## src/rtl/fifo_rd_pkg.sv

```systemverilog
// Shared types for the FIFO burst reader: FSM state encoding and output buffer geometry.
package fifo_rd_pkg;

  typedef enum logic [0:0] {
    IDLE  = 1'b0,
    BURST = 1'b1
  } rd_state_e;

  localparam int OBUF_DEPTH = 4;
  localparam int OBUF_AW    = 2;

endpackage

```

## src/rtl/fifo_rd_skid_buf.sv

```systemverilog
// Purpose: 4-entry register FIFO of {last, data} that absorbs the FIFO read latency.
// Latency: push visible on out_valid the next cycle; backpressure: holds the head entry while out_ready is low.
module fifo_rd_skid_buf
  import fifo_rd_pkg::*;
#(
  parameter int DATA_WIDTH = 8
) (
  input  logic                  clk,
  input  logic                  rst,
  input  logic                  push,
  input  logic [DATA_WIDTH-1:0] push_data,
  input  logic                  push_last,
  input  logic                  out_ready,
  output logic                  out_valid,
  output logic [DATA_WIDTH-1:0] out_data,
  output logic                  out_last,
  output logic [OBUF_AW:0]      occ
);

  logic [DATA_WIDTH:0]  mem [OBUF_DEPTH];
  logic [OBUF_AW-1:0]   wr_ptr;
  logic [OBUF_AW-1:0]   rd_ptr;
  logic [OBUF_AW:0]     occ_q;
  logic                 pop;

  assign out_valid = (occ_q != '0);
  assign pop       = out_valid && out_ready;
  assign occ       = occ_q;

  // Idle output reads as zero so m_data/m_last are clean outside a transfer.
  assign out_data  = out_valid ? mem[rd_ptr][DATA_WIDTH-1:0] : '0;
  assign out_last  = out_valid ? mem[rd_ptr][DATA_WIDTH]     : 1'b0;

  always_ff @(posedge clk) begin
    if (push) begin
      mem[wr_ptr] <= {push_last, push_data};
    end
  end

  always_ff @(posedge clk) begin
    if (rst) begin
      wr_ptr <= '0;
      rd_ptr <= '0;
      occ_q  <= '0;
    end else begin
      if (push) begin
        wr_ptr <= wr_ptr + 1'b1;
      end
      if (pop) begin
        rd_ptr <= rd_ptr + 1'b1;
      end
      case ({push, pop})
        2'b10:   occ_q <= occ_q + 1'b1;
        2'b01:   occ_q <= occ_q - 1'b1;
        default: occ_q <= occ_q;
      endcase
    end
  end

endmodule

```

## src/rtl/fifo_burst_reader.sv

```systemverilog
// Purpose: drains BURST_LEN-byte (or flushed partial) bursts from the async FIFO onto a valid/ready stream.
// Latency: start -> first m_valid in 3 cycles; backpressure: reads throttle on buffer occupancy, never on m_ready directly.
module fifo_burst_reader
  import fifo_rd_pkg::*;
#(
  parameter int DATA_WIDTH  = 8,
  parameter int LEVEL_WIDTH = 12,
  parameter int BURST_LEN   = 64,
  parameter int CNT_WIDTH   = 16
) (
  input  logic                   rd_clk,
  input  logic                   rd_rst,
  input  logic                   en,
  input  logic                   flush_req,
  output logic                   fifo_rd_en,
  input  logic [DATA_WIDTH-1:0]  fifo_rd_data,
  input  logic                   fifo_rd_empty,
  input  logic [LEVEL_WIDTH-1:0] fifo_rd_level,
  output logic                   m_valid,
  input  logic                   m_ready,
  output logic [DATA_WIDTH-1:0]  m_data,
  output logic                   m_last,
  output logic                   busy,
  output logic                   burst_done,
  output logic [CNT_WIDTH-1:0]   burst_cnt
);

  localparam logic [LEVEL_WIDTH-1:0] BURST_LEN_L = LEVEL_WIDTH'(BURST_LEN);
  localparam logic [OBUF_AW+1:0]     RD_LIMIT    = (OBUF_AW+2)'(2);

  rd_state_e              state;
  logic [LEVEL_WIDTH-1:0] remaining;
  logic                   flush_pend;
  logic                   inflight;
  logic                   inflight_last;
  logic [OBUF_AW:0]       obuf_occ;
  logic                   start;
  logic                   rd_issue;
  logic                   last_hs;

  assign start = (state == IDLE) && en &&
                 ((fifo_rd_level >= BURST_LEN_L) || (flush_pend && (fifo_rd_level != '0)));

  // Buffer slots already committed (stored + in flight) must leave room for this read's byte.
  assign rd_issue = (state == BURST) && (remaining != '0) && !fifo_rd_empty &&
                    (({1'b0, obuf_occ} + {{(OBUF_AW+1){1'b0}}, inflight}) <= RD_LIMIT);

  assign fifo_rd_en = rd_issue;
  assign last_hs    = m_valid && m_ready && m_last;
  assign busy       = (state != IDLE);

  always_ff @(posedge rd_clk) begin
    if (rd_rst) begin
      state         <= IDLE;
      remaining     <= '0;
      flush_pend    <= 1'b0;
      inflight      <= 1'b0;
      inflight_last <= 1'b0;
      burst_done    <= 1'b0;
      burst_cnt     <= '0;
    end else begin
      inflight      <= rd_issue;
      inflight_last <= rd_issue && (remaining == LEVEL_WIDTH'(1));
      burst_done    <= last_hs;

      // A request arriving on the start cycle stays pending for the following burst.
      if (flush_req) begin
        flush_pend <= 1'b1;
      end else if (start) begin
        flush_pend <= 1'b0;
      end

      case (state)
        IDLE: begin
          if (start) begin
            remaining <= (fifo_rd_level >= BURST_LEN_L) ? BURST_LEN_L : fifo_rd_level;
            state     <= BURST;
          end
        end
        BURST: begin
          if (rd_issue) begin
            remaining <= remaining - 1'b1;
          end
          if (last_hs) begin
            burst_cnt <= burst_cnt + 1'b1;
            state     <= IDLE;
          end
        end
        default: state <= IDLE;
      endcase
    end
  end

  fifo_rd_skid_buf #(
    .DATA_WIDTH (DATA_WIDTH)
  ) u_skid (
    .clk       (rd_clk),
    .rst       (rd_rst),
    .push      (inflight),
    .push_data (fifo_rd_data),
    .push_last (inflight_last),
    .out_ready (m_ready),
    .out_valid (m_valid),
    .out_data  (m_data),
    .out_last  (m_last),
    .occ       (obuf_occ)
  );

endmodule

```

## config.mk

```make
export PLATFORM = sky130hd
export DESIGN_NAME = fifo_burst_reader
export DESIGN_NICKNAME = d
export VERILOG_FILES = /design/src/rtl/fifo_rd_pkg.sv /design/src/rtl/fifo_rd_skid_buf.sv /design/src/rtl/fifo_burst_reader.sv
export SDC_FILE = /design/constraint.sdc
export NUM_CORES = 1
export LEC_CHECK = 0
export ABC_AREA = 1
export CORE_ASPECT_RATIO = 0.8
export CORE_MARGIN = 5
export CORE_UTILIZATION = 50
export CTS_BUF_LIST = sky130_fd_sc_hd__clkbuf_4 sky130_fd_sc_hd__clkbuf_8 sky130_fd_sc_hd__clkbuf_16
export CTS_CLUSTER_DIAMETER = 120
export DETAILED_ROUTE_END_ITERATION = 8
export PLACE_DENSITY = 0.74
export SLEW_MARGIN = 20
export SYNTH_ARGS = -nofsm -noshare
export SYNTH_HDL_FRONTEND = slang
export SYNTH_SLANG_ARGS = --single-unit
```

## constraint.sdc

```tcl
create_clock -name rd_clk -period 2.56 [get_ports rd_clk]
set_clock_uncertainty 0.2 [all_clocks]
set_input_delay 0.512 -clock rd_clk [delete_from_list [all_inputs] [get_ports rd_clk]]
set_output_delay 0.512 -clock rd_clk [all_outputs]
set_load 0.02 [all_outputs]
```

==> results of run 1 <==
-- layer usage --
| metal | GRT usage, % | wire, um | share of wire (%) | vias up |
|---|---|---|---|---|
| met3 | 4.40 | 349 | 4.3 | 4 |
| li1 | - | - | - | 1683 |
| met5 | 0 | 0 | 0 | - |
| met1 | 23.2 | 3900 | 47 | 1474 |
| met4 | 4.53 | 41 | 0.50 | 0 |
| met2 | 30.6 | 3920 | 48 | 70 |
-- report_power, final --
group	switching [W]	internal (W)	total, W
registers	0.0000281	0.00134	0.00136
logic	0.000266	0.000168	0.000434
clock network	0.000501	0.000374	0.000874
-- layout by cell type, fill, tap and decap left out, types with 2 or more instances in the layout --
cell | Yosys | routed
a21oi_1 | 29 | 29
a21oi_2 | 10 | 10
buf_4 | 2 | 9
clkbuf_8 | 0 | 9
clkdlybuf4s50_1 | 0 | 44
clkinvlp_4 | 0 | 2
dfxtp_1 | 42 | 41
dlygate4sd2_1 | 0 | 9
edfxtp_1 | 36 | 36
ha_1 | 11 | 11
inv_1 | 41 | 41
inv_2 | 3 | 3
inv_4 | 2 | 2
inv_6 | 0 | 2
inv_8 | 0 | 2
nand2_1 | 84 | 84
nand2_2 | 14 | 14
nand2_4 | 2 | 2
nand3_1 | 24 | 24
nand3_2 | 5 | 5
nand4_1 | 5 | 5
nor2_1 | 88 | 88
nor2_2 | 3 | 3
nor2_4 | 2 | 2
nor3_1 | 9 | 9
o21ai_0 | 30 | 30
o21ai_1 | 6 | 6
xor2_1 | 10 | 10
-- per-stage QoR --
stage,TNS [ns],cell area [um2],util (%),cells,total power [W]
floorplan,0,3940,-,477,0.00168
global placement,-0.108,4610,59.1,636,0.00183
detailed placement,-0.116,4610,59.1,636,0.00184
CTS,0,4790,61.4,652,0.00270
global route,0,4780,61.3,652,0.00281
finish,0,4780,61.3,652,0.00267
-- critical path, cell delays in order, from the launching register on --
cell and delay (ns):
dfxtp_1 0.32, ha_1 0.21, ha_1 0.27, nand2_1 0.07
nand3_2 0.09, nor2_4 0.11, nand2_4 0.05, inv_1 0.07
buf_2 0.17
-- final cells by class --
| type | instances | area, um2 | share of cell area [%] |
|---|---|---|---|
| clock buffers | 9 | 124 | 2.59 |
| multi-input cells | 339 | 1740 | 36.5 |
| clock inverters | 7 | 63.8 | 1.33 |
| well taps | 108 | 135 | 2.82 |
| inverters | 47 | 183 | 3.82 |
| repair buffers | 64 | 612 | 12.8 |
| flip-flops and latches | 78 | 1920 | 40.2 |
-- worst max-delay path by stage --
stage	slack [ns]	to	cells after the start	from
6_report	0.15	fifo_rd_en	8	inflight
3_3_place_gp	-0.11	fifo_rd_en	7	fifo_rd_empty
4_1_cts	0.02	fifo_rd_en	8	inflight
5_1_grt	0.03	m_data[4]	6	register
3_5_place_dp	-0.12	fifo_rd_en	7	fifo_rd_empty
2_1_floorplan	0.39	u_skid.occ[2]	11	u_skid.occ[1]
-- logic make-up after synthesis --
kind of cell	share of synthesized area, %
AND/OR/NAND/NOR	27.0
AO/OA/AOI/OAI	10.8
XOR/XNOR	2.45
buffers and inverters	6.90
adder cells (fa/ha/maj)	4.00
flip-flops	48.8
-- what timing repair did --
action,CTS,global route
buffers inserted,0,0
cloned,0,0
endpoints found under the setup margin,10,1
hold buffers,0,0
resized for setup,14,1
-- state kept, by name (all words and copies together), names as in the netlist, 2 cells and up, named ones only --
| signal | count |
|---|---|
| remaining | 12 |
| u_skid.wr_ptr | 2 |
| u_skid.mem | 36 |
| u_skid.occ | 3 |
| burst_cnt | 16 |
| u_skid.rd_ptr | 2 |
==> flow_metrics.tcl, run 1 <==
set metrics [dict create \
    io_pins 55 \
    slew_headroom_pct 66.9 \
    dieArea_um2 9760 \
    tightestPinTransition_ns 0.496 \
    synth.largest_area_cell "edfxtp_1" \
    synth_common_cells "nor2_1, nand2_1, dfxtp_1" \
    async_reset_ff_share_pct 0 \
    min_path_cells 2 \
    r2r_start "u_skid.occ[0]" \
    cts_made_buffers 9 \
    critPathKind "register to output port" \
    hold_path_class "register to register" \
    drive_gt1_share_pct 12.9 \
    start_util_pct 50.5 \
    ys_ff_latch 78 \
    setup_violations 0 \
    dr.pass1.iters 4 \
    worstHoldStart "u_skid.rd_ptr[1]" \
    vias 3231 \
    drc 0 \
    grt_max_degree 25 \
    cts_tree "built" \
    cts_buffer_depth 2 \
    yosysMostFrequentCell "nor2_1" \
    io_buffers 54 \
    h-tree-depth 3 \
    core_area_um2 7800 \
    clock_tree.root_cell "clkbuf_8" \
    postSynthAreaPerCell_um2 8.25 \
    synthTopCellsByArea "edfxtp_1, dfxtp_1, nor2_1" \
    antenna_found_initial 0 \
    ir_drop_mv 0.280 \
    hpwl_um 5940 \
    fin_crit_sh_pct 94.2 \
    worst_ep_required_time_ns 1.85 \
    final_nets 577 \
    die_w_um 109 \
    status "finished, final reports clean" \
    antenna-diode-count 0 \
    syn_area_um2 3940 \
    rows 29 \
    post_drt_wl_per_cell_um 12.6 \
    worst_slack_ns 0.149 \
    max-cap-violations 0 \
    area_growth_pct 21.5 \
    clock.fmax_ghz 0.415 \
    synthCells 477 \
    viasPerCell 4.96 \
    synth_warnings 0 \
    power_density_nw_per_um2 558 \
    holdWs_ns 0.281 \
    grt_first_pass_wirelength_um 13800 \
    period_minus_slack_ns 2.41 \
    rsz0062_at_grt "false" \
    synth_top_flop_cell "dfxtp_1" \
    synth-edff-count 36 \
    cp.arrival_ns 1.70 \
    crit_path_end_kind "output port" \
    pre_cts_ws_ns -0.116 \
    first_iter_violations 239 \
    synth_nets 515 \
    drt-total-wl_um 8210 \
    rr_endpoint "u_skid.occ[2]" \
    hold_viol_final 0 \
    rrSetupSlack_ns 0.34 \
    drv_slew 0 \
    nFillCells 686 \
    worstSkewPairLatency_ns 0.35 \
    start_kind "register" \
    grt_usage_pct 18.0 \
    antenna_left 0 \
    clkTransAtPathRegs_ns 0.09 \
    synth.top_cell.area_share_pct 27.5 \
    synth_cell_types 34 \
    seq_area_frac_synth_pct 48.8 \
    grt_pass1_vias 3017 \
    grt-ovfl-total 0 \
    dieHeight_um 89.4 \
    critPathMaxFanout 2 \
    cts_sinks 78 \
    reg2reg_depth 11 \
    routabilityCongestion 0.902 \
    p_leak_nw 1.86 \
]
Power figures use the tool's default switching activity.
==> run 2, diff against run 1 <==
--- a/config.mk
+++ b/config.mk
@@ -7,7 +7,6 @@
 export LEC_CHECK = 0
 export ABC_AREA = 1
 export CORE_ASPECT_RATIO = 0.8
-export CORE_MARGIN = 5
 export CORE_UTILIZATION = 50
 export CTS_BUF_LIST = sky130_fd_sc_hd__clkbuf_4 sky130_fd_sc_hd__clkbuf_8 sky130_fd_sc_hd__clkbuf_16
 export CTS_CLUSTER_DIAMETER = 120
==> run 2 against run 1 <==
Against the previous run: core utilization is 2.2 points higher; non-clock buffer count is 2 higher; register-to-register slack improved by 0.07 ns; final cell count shrank 0.15%.
==> flow_metrics.tcl, run 2 (synthesis gave the netlist of run 1 again) <==
set metrics [dict create \
    status "finished, final reports clean" \
    worst_ep_required_time_ns 1.85 \
    io_pins 55 \
    critPathTopFamily "buffers and inverters" \
    largest_register_ffs 36 \
    cts_buffer_depth 2 \
    critPathKind "register to output port" \
    drv_slew 0 \
    viasPerCell 4.98 \
    io_buffers 54 \
    path_cells "inv_2 -> nand3_1 -> clkinv_1 -> buf_4 -> a21oi_1 -> clkdlybuf4s15_1" \
    cts_tree "built" \
    routabilityCongestion 0.803 \
    p_int_w 0.00189 \
    worst_slack_ns 0.102 \
    drc 0 \
    r2r_start "u_skid.occ[1]" \
    first_iter_violations 102 \
    holdWs_ns 0.290 \
    p_leak_nw 1.84 \
    final_common_cell "nor2_1" \
    antenna-diode-count 0 \
    drt-total-wl_um 8050 \
    final_nets 579 \
    pwr-share-clk_pct 31.0 \
    hold_path_class "register to register" \
    clock.fmax_ghz 0.407 \
    setup.worst_path.start "u_skid.occ[1]" \
    hpwl_um 5740 \
    start_util_pct 52.5 \
    ir_drop_mv 0.342 \
    cts_sinks 78 \
    seq_power_share_pct 51.9 \
    drive_gt1_share_pct 13.7 \
    reg_top3 "u_skid.mem (36), burst_cnt (16), remaining (12)" \
    grt_pass1_vias 3001 \
    cts_made_buffers 9 \
    critPathMaxFanout 6 \
    rsz0062_at_grt "false" \
    p_comb_share_pct 17.1 \
    setup_violations 0 \
    h-tree-depth 3 \
    nFillCells 658 \
    worstSkewPairLatency_ns 0.34 \
    seqCellArea_um2 1920 \
    period_minus_slack_ns 2.46 \
    die_w_um 101 \
    p_sw_w 0.000740 \
    clkTransAtPathRegs_ns 0.08 \
    rrSetupSlack_ns 0.41 \
    dieArea_um2 8240 \
    hold_viol_final 0 \
    area_growth_pct 21.0 \
    dr.pass1.iters 4 \
    grt_usage_pct 21.6 \
    tightestPinTransition_ns 0.523 \
    power_density_nw_per_um2 551 \
    postCtsHoldBufs 0 \
    post_drt_wl_per_cell_um 12.4 \
    slew_headroom_pct 65.1 \
    max-cap-violations 0 \
    fin_crit_sh_pct 96.0 \
    grt_max_degree 25 \
    cp.arrival_ns 1.75 \
    dieHeight_um 81.4 \
    start_kind "register" \
    antenna_found_initial 0 \
    worstHoldStart "u_skid.rd_ptr[0]" \
    top_register "u_skid.mem" \
    rows 28 \
    core_area_um2 7500 \
    path_buf_inv 4 \
    most-common-layout-cells "nor2_1, nand2_1, clkdlybuf4s50_1" \
    grt_first_pass_wirelength_um 13700 \
    vias 3245 \
    pre_cts_ws_ns -0.111 \
    antenna_left 0 \
    switching_share_pct 28.2 \
    grt-ovfl-total 0 \
    multi_input_area_um2 1740 \
    slowest_stage "dfxtp_1" \
    crit_path_end_kind "output port" \
    slowest_delay_ns 0.40 \
    clock_tree.root_cell "clkbuf_8" \
]
==> run 2: cell types whose count changed in the layout (fill, tap and decap cells not counted) <==
cell,change
clkinvlp_4,+1
clkinv_4,-1
inv_8,-2
buf_2,-1
dfxtp_1,+1
inv_6,-1
clkbuf_2,+6
buf_4,+2
dfxtp_2,-1
clkinv_1,+1
clkdlybuf4s15_1,+1
dlygate4sd2_1,-6
clkbuf_4,+2
==> run 2: path summary, 6_finish.rpt <==
kind | to | cells past startpoint
worst min-delay path | u_skid.rd_ptr[0] | 1
worst max register to register | u_skid.occ[2] | 11
worst min register to register | u_skid.rd_ptr[0] | 1
worst max-delay path | m_data[6] | 6
==> run 2: timing repair <==
action                     4_1_cts  5_1_grt
setup endpoints to repair       10        7
setup buffers                    0        0
gates resized for setup         11       12
hold endpoints to repair         0        0
==> run 2: stage by stage <==
step | instances | total power (W) | TNS (ns) | util, % | cell area [um2]
after floorplan | 477 | 0.00168 | 0 | - | 3940
after global placement | 635 | 0.00184 | -0.110 | 61.6 | 4620
after detailed placement | 635 | 0.00185 | -0.111 | 61.6 | 4620
after CTS | 651 | 0.00265 | 0 | 63.8 | 4790
after global routing | 651 | 0.00276 | 0 | 63.5 | 4760
final | 651 | 0.00262 | 0 | 63.5 | 4760
==> run 2: power groups by stage <==
| stage | Combinational, W | Sequential [W] | Clock, W |
|---|---|---|---|
| detailed placement | 0.000458 | 0.00139 | 0 |
| CTS | 0.000450 | 0.00136 | 0.000837 |
| floorplan | 0.000293 | 0.00139 | 0 |
| global placement | 0.000450 | 0.00139 | 0 |
| finish | 0.000449 | 0.00136 | 0.000813 |
| global route | 0.000504 | 0.00137 | 0.000890 |
==> run 2: cell type report <==
cell class              instances  share of cell area (%)
multi-input cells             339                    36.6
repair buffers                 66                    12.8
flip-flops and latches         78                    40.3
well taps                     105                    2.76
clock buffers                  11                    2.92
clock inverters                 5                   0.762
inverters                      47                    3.81
==> run 2: layer usage <==
metal	global-route usage (%)	wire [um]	part of all wire (%)
met1	28.2	3920	49
met2	35.9	3750	47
met3	5.68	297	3.7
met4	5.07	77	0.96
met5	0	0	0
